$ cat config.mk
export PLATFORM = sky130hd
export DESIGN_NAME = uart_tx_scheduler
export DESIGN_NICKNAME = d
export VERILOG_FILES = /design/src/rtl/uart_tx_scheduler.sv
export SDC_FILE = /design/constraint.sdc
export NUM_CORES = 1
export LEC_CHECK = 0
export ABC_CLOCK_PERIOD_IN_PS = 1700
export BUFFER_PORTS_ARGS = -buffer_cell sky130_fd_sc_hd__buf_2
export CAP_MARGIN = 15
export CORE_ASPECT_RATIO = 2
export CORE_UTILIZATION = 25
export CTS_CLUSTER_SIZE = 40
export DETAILED_ROUTE_END_ITERATION = 12
export PLACE_DENSITY_LB_ADDON = 0.2
export SETUP_SLACK_MARGIN = 0.2
export SYNTH_ARGS = -nofsm -noshare
export SYNTH_HDL_FRONTEND = slang
export SYNTH_SLANG_ARGS = --single-unit
$ cat constraint.sdc
create_clock -name clk_100MHz -period 1.7 [get_ports clk_100MHz]
set_input_delay 0.17 -clock clk_100MHz [delete_from_list [all_inputs] [get_ports clk_100MHz]]
set_output_delay 0.17 -clock clk_100MHz [all_outputs]
set_load 0.02 [all_outputs]
$ cat src/rtl/uart_tx_scheduler.sv
// uart_tx_scheduler: round-robin sharing of one byte-level UART transmitter.
// Each requester offers a BYTES-byte packet; the winner is captured into a
// shift register and fed to the transmitter most significant byte first.
// A per-byte watchdog abandons the packet if tx_done never comes back.
//
// state | meaning
// ------+------------------------------------------------------------
// IDLE  | no packet in flight; arbitrate among pending requesters
// START | tx_start/tx_data presented for one cycle, watchdog cleared
// WAIT  | byte in flight; waiting for tx_done or watchdog expiry

module uart_tx_scheduler #(
    parameter int DBITS   = 8,
    parameter int NREQ    = 4,
    parameter int ID_BITS = 2,
    parameter int BYTES   = 4,
    parameter int TIMEOUT = 4096,
    parameter int TO_BITS = 13
) (
    input  logic                        clk_100MHz,
    input  logic                        reset,
    input  logic [NREQ-1:0]             req,
    input  logic [NREQ*BYTES*DBITS-1:0] req_data,
    output logic [NREQ-1:0]             ack,
    output logic [NREQ-1:0]             done,
    output logic                        timeout_err,
    output logic                        busy,
    output logic [ID_BITS-1:0]          grant_id,
    output logic                        tx_start,
    output logic [DBITS-1:0]            tx_data,
    input  logic                        tx_done
);

    localparam int PKT   = BYTES * DBITS;
    localparam int CNT_W = $clog2(BYTES + 1);

    typedef enum logic [1:0] {S_IDLE, S_START, S_WAIT} state_t;

    state_t             state_q, state_d;
    logic [PKT-1:0]     sr_q, sr_d;
    logic [CNT_W-1:0]   byte_cnt_q, byte_cnt_d;
    logic [ID_BITS-1:0] ptr_q, ptr_d;
    logic [TO_BITS-1:0] wd_q, wd_d;
    logic [NREQ-1:0]    ack_q, ack_d;
    logic [NREQ-1:0]    done_q, done_d;
    logic               timeout_err_q, timeout_err_d;
    logic               busy_q, busy_d;
    logic [ID_BITS-1:0] grant_id_q, grant_id_d;
    logic               tx_start_q, tx_start_d;
    logic [DBITS-1:0]   tx_data_q, tx_data_d;

    logic [PKT-1:0]     pkt_arr [NREQ];
    logic [PKT-1:0]     win_pkt;
    logic [PKT-1:0]     sr_shift;
    logic [ID_BITS-1:0] win_id;
    logic [ID_BITS-1:0] cand;
    logic               win_found;

    for (genvar g = 0; g < NREQ; g++) begin : g_unpack
        assign pkt_arr[g] = req_data[g*PKT +: PKT];
    end

    assign sr_shift = sr_q << DBITS;

    // Round-robin pick: first pending requester after the last grantee.
    always_comb begin
        win_found = 1'b0;
        win_id    = '0;
        cand      = '0;
        for (int i = 1; i <= NREQ; i++) begin
            cand = ID_BITS'((int'(ptr_q) + i) % NREQ);
            if (!win_found && req[cand]) begin
                win_found = 1'b1;
                win_id    = cand;
            end
        end
        win_pkt = pkt_arr[win_id];
    end

    // Next-state and registered-output computation for the sequencer.
    always_comb begin
        state_d       = state_q;
        sr_d          = sr_q;
        byte_cnt_d    = byte_cnt_q;
        ptr_d         = ptr_q;
        wd_d          = wd_q;
        ack_d         = '0;
        done_d        = '0;
        timeout_err_d = 1'b0;
        busy_d        = busy_q;
        grant_id_d    = grant_id_q;
        tx_start_d    = 1'b0;
        tx_data_d     = tx_data_q;

        case (state_q)
            S_IDLE: begin
                // Outputs are registered, so the START-cycle strobes are
                // loaded on the transition into START.
                if (win_found) begin
                    sr_d          = win_pkt;
                    byte_cnt_d    = CNT_W'(BYTES);
                    grant_id_d    = win_id;
                    ptr_d         = win_id;
                    busy_d        = 1'b1;
                    ack_d[win_id] = 1'b1;
                    tx_start_d    = 1'b1;
                    tx_data_d     = win_pkt[PKT-1 -: DBITS];
                    state_d       = S_START;
                end
            end
            S_START: begin
                wd_d    = '0;
                state_d = S_WAIT;
            end
            S_WAIT: begin
                // tx_done takes priority over a watchdog expiring together.
                if (tx_done) begin
                    if (byte_cnt_q == CNT_W'(1)) begin
                        done_d[grant_id_q] = 1'b1;
                        busy_d             = 1'b0;
                        state_d            = S_IDLE;
                    end else begin
                        sr_d       = sr_shift;
                        byte_cnt_d = byte_cnt_q - CNT_W'(1);
                        tx_start_d = 1'b1;
                        tx_data_d  = sr_shift[PKT-1 -: DBITS];
                        state_d    = S_START;
                    end
                end else if (wd_q == TO_BITS'(TIMEOUT - 2)) begin
                    // Counter would reach TIMEOUT-1 this cycle; registering
                    // the abort lands it TIMEOUT cycles after tx_start.
                    timeout_err_d = 1'b1;
                    busy_d        = 1'b0;
                    state_d       = S_IDLE;
                end else begin
                    wd_d = wd_q + TO_BITS'(1);
                end
            end
            default: begin
                state_d = S_IDLE;
                busy_d  = 1'b0;
            end
        endcase
    end

    // State and output registers; async reset returns everything to idle.
    always_ff @(posedge clk_100MHz or posedge reset) begin
        if (reset) begin
            state_q       <= S_IDLE;
            sr_q          <= '0;
            byte_cnt_q    <= '0;
            ptr_q         <= ID_BITS'(NREQ - 1);
            wd_q          <= '0;
            ack_q         <= '0;
            done_q        <= '0;
            timeout_err_q <= 1'b0;
            busy_q        <= 1'b0;
            grant_id_q    <= '0;
            tx_start_q    <= 1'b0;
            tx_data_q     <= '0;
        end else begin
            state_q       <= state_d;
            sr_q          <= sr_d;
            byte_cnt_q    <= byte_cnt_d;
            ptr_q         <= ptr_d;
            wd_q          <= wd_d;
            ack_q         <= ack_d;
            done_q        <= done_d;
            timeout_err_q <= timeout_err_d;
            busy_q        <= busy_d;
            grant_id_q    <= grant_id_d;
            tx_start_q    <= tx_start_d;
            tx_data_q     <= tx_data_d;
        end
    end

    assign ack         = ack_q;
    assign done        = done_q;
    assign timeout_err = timeout_err_q;
    assign busy        = busy_q;
    assign grant_id    = grant_id_q;
    assign tx_start    = tx_start_q;
    assign tx_data     = tx_data_q;

endmodule

Yosys cells after proc, flatten, opt, wreduce, memory -nomap -nowiden
Index checks and enable logic that the tools add are counted.
- bits in registers: 65
- bits of input ports: 135
- output and inout bits: 21
- $add $sub $neg: 6
- order comparisons: 9
- eq/ne operators: 11
- mux-type cells: 60
- bitwise gates (word level): 2
- reductions and logical operators: 16
- operators with widths (kind ; number):
    24-bit 2-to-1 mux ; 3
    32-bit binary-select mux with 2-bit select ; 1
    32-bit 2-to-1 mux ; 2
    24-bit one-hot mux with 2 select lines ; 1
    13-bit 2-to-1 mux ; 2
    13-bit one-hot mux with 2 select lines ; 1
    8-bit 2-to-1 mux ; 3
    1-bit 2-to-1 mux ; 21
    4-bit 2-to-1 mux ; 5
    2-bit by 3-bit < comparator with 1-bit output (second input constant) ; 6
    8-bit one-hot mux with 2 select lines ; 1
    2-bit 2-to-1 mux ; 7
    13-bit by 1-bit adder with 13-bit output (second input constant) ; 1
    13-bit by 12-bit == test with 1-bit output (second input constant) ; 1
    2-bit != test (second input constant) ; 5
    3-bit 2-to-1 mux ; 3
    1-bit binary-select mux with 2-bit select ; 4
    4-bit AND reduction ; 2
    3-bit != test (second input constant) ; 2
    2-bit one-hot mux with 3 select lines ; 1
    3-bit one-hot mux with 2 select lines ; 1
    1-bit logical AND ; 5
    2-bit by 1-bit adder with 2-bit output (second input constant) ; 2
    2-bit adder (second input constant) ; 2
    other kinds (16) ; 22

Longest topological paths before layout
- word-level depth: 19
- gate-level depth with buffers: 10
- gate-level depth less buffers: 8

Worst setup path after synthesis
OpenSTA, ideal clock, no wires.
- path type: reg2reg
- start: register ptr_q[1]
- end: register tx_data_q[2], in the netlist tx_data[2]
- library setup time: 0.104 ns
- data arrival time: 1.786 ns
- setup slack: -0.190 ns
- cell stages (with the launch flop): 9
- buffers on the path: 3
- period minus slack after synthesis: 1.890 ns
- cell sequence: dfstp_2 -> buf_2 -> nand2_1 -> a31oi_1 -> buf_2 -> buf_2 -> nand3_1 -> a2111o_1 -> o311ai_1
- longest elaborated chain between the ends: 19
- elaborated cells on any way between the ends: 34
- those cells by class: add/sub (4); eq/ne (1); mux (21); bitwise (1); reduce/logical (7)
- ends and longest elaborated chain (item ; line ; RTL):
    from (decl) ; 42 ; logic [ID_BITS-1:0] ptr_q, ptr_d;
    from (signal assigned) ; 152 ; ptr_q <= ID_BITS'(NREQ - 1);
    from (signal assigned) ; 165 ; ptr_q <= ptr_d;
    2-bit by 1-bit adder with 2-bit output ; 71 ; cand = ID_BITS'((int'(ptr_q) + i) % NREQ);
    1-bit binary-select mux with 2-bit select ; 72 ; if (!win_found && req[cand]) begin
    1-bit 2-to-1 mux (not written as such) ; 72 ;
    1-bit 2-to-1 mux ; 72 ;
    1-bit zero test ; 72 ;
    1-bit logical AND ; 72 ;
    1-bit 2-to-1 mux ; 72 ;
    1-bit zero test ; 72 ;
    [... 2 more ...] ; n/a ;
    1-bit zero test ; 72 ;
    1-bit logical AND ; 72 ;
    2-bit 2-to-1 mux ; 72 ;
    2-bit inverter with 3-bit output (not written as such) ; 77 ; win_pkt = pkt_arr[win_id];
    32-bit binary-select mux with 2-bit select ; 77 ;
    32-bit 2-to-1 mux (not written as such) (2 in a row) ; 77 ;
    8-bit 2-to-1 mux ; 99 ; if (win_found) begin
    8-bit one-hot mux with 2 select lines ; 95 ; case (state_q)
    to (signal assigned) ; 173 ; tx_data_q <= tx_data_d;
    to (decl) ; 50 ; logic [DBITS-1:0] tx_data_q, tx_data_d;
Several ways; a longest one is shown, not always the timed one. The select of a mux whose other input is x is not followed.
A chain may end at the register's enable or synchronous reset.

Worst setup path after layout
- start: register ptr_q[1]
- end: register sr_q[17]
- longest elaborated chain between the ends: 19
- elaborated cells on any way between the ends: 34
- those cells by class: add/sub (4); eq/ne (1); mux (21); bitwise (1); reduce/logical (7)
- ends and longest elaborated chain (item ; line ; RTL):
    2-bit by 1-bit adder with 2-bit output ; 71 ;
    1-bit binary-select mux with 2-bit select ; 72 ;
    1-bit 2-to-1 mux (not written as such) ; 72 ;
    1-bit 2-to-1 mux ; 72 ;
    1-bit zero test ; 72 ;
    1-bit logical AND ; 72 ;
    1-bit 2-to-1 mux ; 72 ;
    1-bit zero test ; 72 ;
    [... 2 more ...] ; n/a ;
    1-bit zero test ; 72 ;
    1-bit logical AND ; 72 ;
    2-bit 2-to-1 mux ; 72 ;
    2-bit inverter with 3-bit output (not written as such) ; 77 ;
    32-bit binary-select mux with 2-bit select ; 77 ;
    32-bit 2-to-1 mux (not written as such) (2 in a row) ; 77 ;
    24-bit 2-to-1 mux ; 99 ;
    24-bit one-hot mux with 2 select lines ; 95 ;
    to (signal assigned) ; 163 ; sr_q <= sr_d;
    to (decl) ; 40 ; logic [PKT-1:0] sr_q, sr_d;
Several ways; a longest one is shown, not always the timed one. The select of a mux whose other input is x is not followed.

==> impl_results.md <==
* Run status: finished with violations
* Failing checks: setup timing
* Post-synthesis cell type count at 51
* XOR/XNOR Fraction of Synth Area at 1.324%
* Setup ws final at -0.1882 ns
* First-pass GRT wire length at 24.57 mm
* Vias/cell at 5.136
* Worst-path maximum fanout at 11
* Final hold vios at 0
* PD cells at 1679 mW/mm²
* TritonCTS clock tree: done
* Area of the mapped netlist at 0.003970 mm²
* CTS clk-pin slew, worst paths at 0.06 ns
* Switching pwr at 0.004847 W
* Initial Util at 25.82%
* Clock latency on the worst-skew pair at 0.33 ns
* First DRT Iteration DRCs at 164
* CP endpoint kind: register
* Highest clock rate at 0.5296 GHz
* Slew margin rel. at 72.63%
* Most frequent cells in the layout: buf_2 (155), buf_4 (63), dfrtp_1 (59)
* GRT Resource Usage Total at 19.22%
* Core Footprint at 0.01537 mm²
* ANT nets after route at 0
* Worst path most repeated cell: buf_12
* Combinational family with the most area after synthesis: compound AO/OA/AOI/OAI gates
* DRC at 0
* Maximum vdd drop at 0.8422 mV
* Initial antenna violation count at 2
* Full die area at 0.01642 mm²
* CP Data Required Time at 1.92 ns
* Syn avg cell area at 8.668 µm²
* Sw frac at 40.58%
* Fraction of the mapped netlist area in adder cells at 1.261%
* CP max-delay cell: dfstp_2
* Sink Count at 65
* Mux cell area share after synthesis at 0.7564%
* Clock network fraction of total power at 16.2%
* Number of max-cap violations at 0
* Chip height at 180.2 µm
* Path type of the worst min-delay path: primary input to register
* # H-tree levels at 3
* Leakage at 3.167 nW
* Crit-path cells: nand2_2 > a31oi_4 > buf_12 > buf_12 > nand3_1 > a2111o_1 > o311ai_1
* Tcrit/Tclk final at 111.1%
* Ys Warns at 0
* WL final at 16.21 mm
* Post-synthesis sequential area ratio at 41.03%
* Comb power frac at 62.5%
* Share of power burned in registers at 21.3%
* Tmin final at 1.888 ns
* Layout Skew at 0.007323 ns
* PortBufs at 155
* Grt total ovfl at 0
* Hold slack at 0.1947 ns
* Complex-gate fraction of the synthesized area at 27.70%
* Wirelength per Cell at 18.05 µm
* Startpoint Class: register
* Crit path kind: register to register
* Commonest non-fill, non-tap cell in the layout: buf_2
* Synth Flop Type: dfrtp_1
* # rows at 64
* DP Wirelength at 11.07 mm
* CP Data Arrival Time at 2.11 ns
* CTS buffer count at 9
* RD Place Congestion at 0.7995
* Vias at 4612
* Worst slew pin tran at 0.4091 ns
* Int Pwr at 0.007097 W
* DRT Pass-1 Iters at 4
* Die Span X at 91.11 µm
* Async set-reset flop share out of synthesis at 100.0%
* Final Max Tran Viols at 0
* Post-Synth Simple-Gate Area at 22.22%
* Flops & latches, synth at 65
* Syn_nets at 597
* Io pins at 156
* Layout cells sized above 1 at 58.45%
* EDFF count, synth at 0
* Syn-to-layout area delta at 79.20%
* RSZ-0062 raised after global routing: true
* Clk root buf: clkbuf_16
* Crit path largest cell delay at 0.62 ns
* Vias in the first global route at 4770
* Cell count after synthesis at 458
* Largest net degree at the start of global routing at 66
* Final setup vio count at 32
* Dpl ws at -0.2025 ns
* TNS Setup at -4.242 ns
* Final Net Count at 832
* CTS max path bufs at 2
==> logic make-up after synthesis <==
kind of cell,count (synthesis)
compound gates,152
xor+xnor,6
fa+ha+maj,4
buf+inv,51
flops,65
mux,3
simple gates,177
==> final timing paths <==
check | startpoint | endpoint | slack [ns] | cells after the start
max | ptr_q[1] | sr_q[17] | -0.19 | 7
min | req_data[7] | sr_q[7] | 0.19 | 3
max reg2reg | ptr_q[1] | sr_q[17] | -0.19 | 7
min reg2reg | sr_q[5] | sr_q[5] | 0.49 | 2
max in group asynchronous | reset | ptr_q[1] | 0.86 | 4
min in group asynchronous | reset | tx_data[6] | 0.49 | 4
==> layer usage <==
| metal | share of wire [%] | track usage (%) | vias to the layer above |
|---|---|---|---|
| li1 | - | - | 2202 |
| met1 | 39 | 21.63 | 2242 |
| met2 | 55 | 35.09 | 142 |
| met3 | 3.4 | 2.785 | 26 |
| met4 | 2.6 | 8.889 | 0 |
| met5 | 0 | 0 | - |
==> layout make-up <==
type                            count  area (µm²)
Antenna cell                        2       5.005
Clock buffer                       14       274.0
Clock inverter                      2       35.03
Fill cell                        1524        8260
Inverter                           10       43.79
Multi-Input combinational cell    344        2878
Sequential cell                    65        1634
Tap cell                          198       247.7
Timing Repair Buffer              263        1997
==> per-stage QoR <==
step	utilization (%)	std cells	power [W]	instance area [µm²]
2_1_floorplan	-	458	0.006051	4279
3_3_place_gp	36.42	823	0.007976	5599
3_5_place_dp	36.42	823	0.008069	5599
4_1_cts	42.75	867	0.01115	6573
5_1_grt	46.27	898	0.01272	7114
6_report	46.27	898	0.01194	7114
==> registers in the layout, summed over array words and instances, names as in the netlist <==
| signal | count |
|---|---|
| timeout_err | 1 |
| sr_q | 24 |
| ack | 4 |
| grant_id | 2 |
| wd_q | 13 |
| byte_cnt_q | 3 |
| ptr_q | 2 |
| state_q | 2 |
| done | 4 |
| tx_data | 8 |
| busy | 1 |
| tx_start | 1 |
==> power groups by stage <==
stage	clock [W]	sequential, W	combinational (W)
after floorplan	0	0.00266	0.00340
after global placement	0	0.00255	0.00543
final	0.00193	0.00255	0.00746
after global routing	0.00204	0.00263	0.00805
after detailed placement	0	0.00256	0.00550
after CTS	0.00198	0.00254	0.00663
==> worst max-delay path: cells and delay by family, from the launching register on <==
family	cells	cell delay (ns)
buf+inv	2	0.29
simple gates	2	0.17
compound gates	3	0.68
flops	1	0.62
==> cells in the mapped netlist, types with 3 or more instances <==
cell type,instances,share of area [%]
xnor2_1,5,1.1
mux2i_1,3,0.76
a221oi_1,18,4.0
inv_1,9,0.85
ha_1,4,1.3
a21o_1,18,3.4
o31ai_1,8,1.5
a2111o_1,6,1.7
nor2_1,37,3.5
buf_2,16,2.0
clkbuf_1,21,2.0
and3_1,23,3.6
nor3_1,31,3.9
a211oi_1,40,7.6
a31oi_1,3,0.47
nand2_1,29,2.7
a21oi_1,6,0.76
or3_1,3,0.47
nand3_1,29,3.7
o311ai_1,6,1.3
nor3b_1,3,0.57
dfrtp_1,63,40
o21ai_0,33,4.2
nand4_1,6,0.95
nand2b_1,6,0.95
==> what timing repair did <==
item,in CTS,in global routing
pin swaps,47,58
hold endpoints to repair,63,0
setup endpoints to repair,54,57
hold buffers,1,0
resized for setup,78,81
setup buffers,22,26
cloned,5,3
No activity file was read; power rests on OpenSTA's default activity.
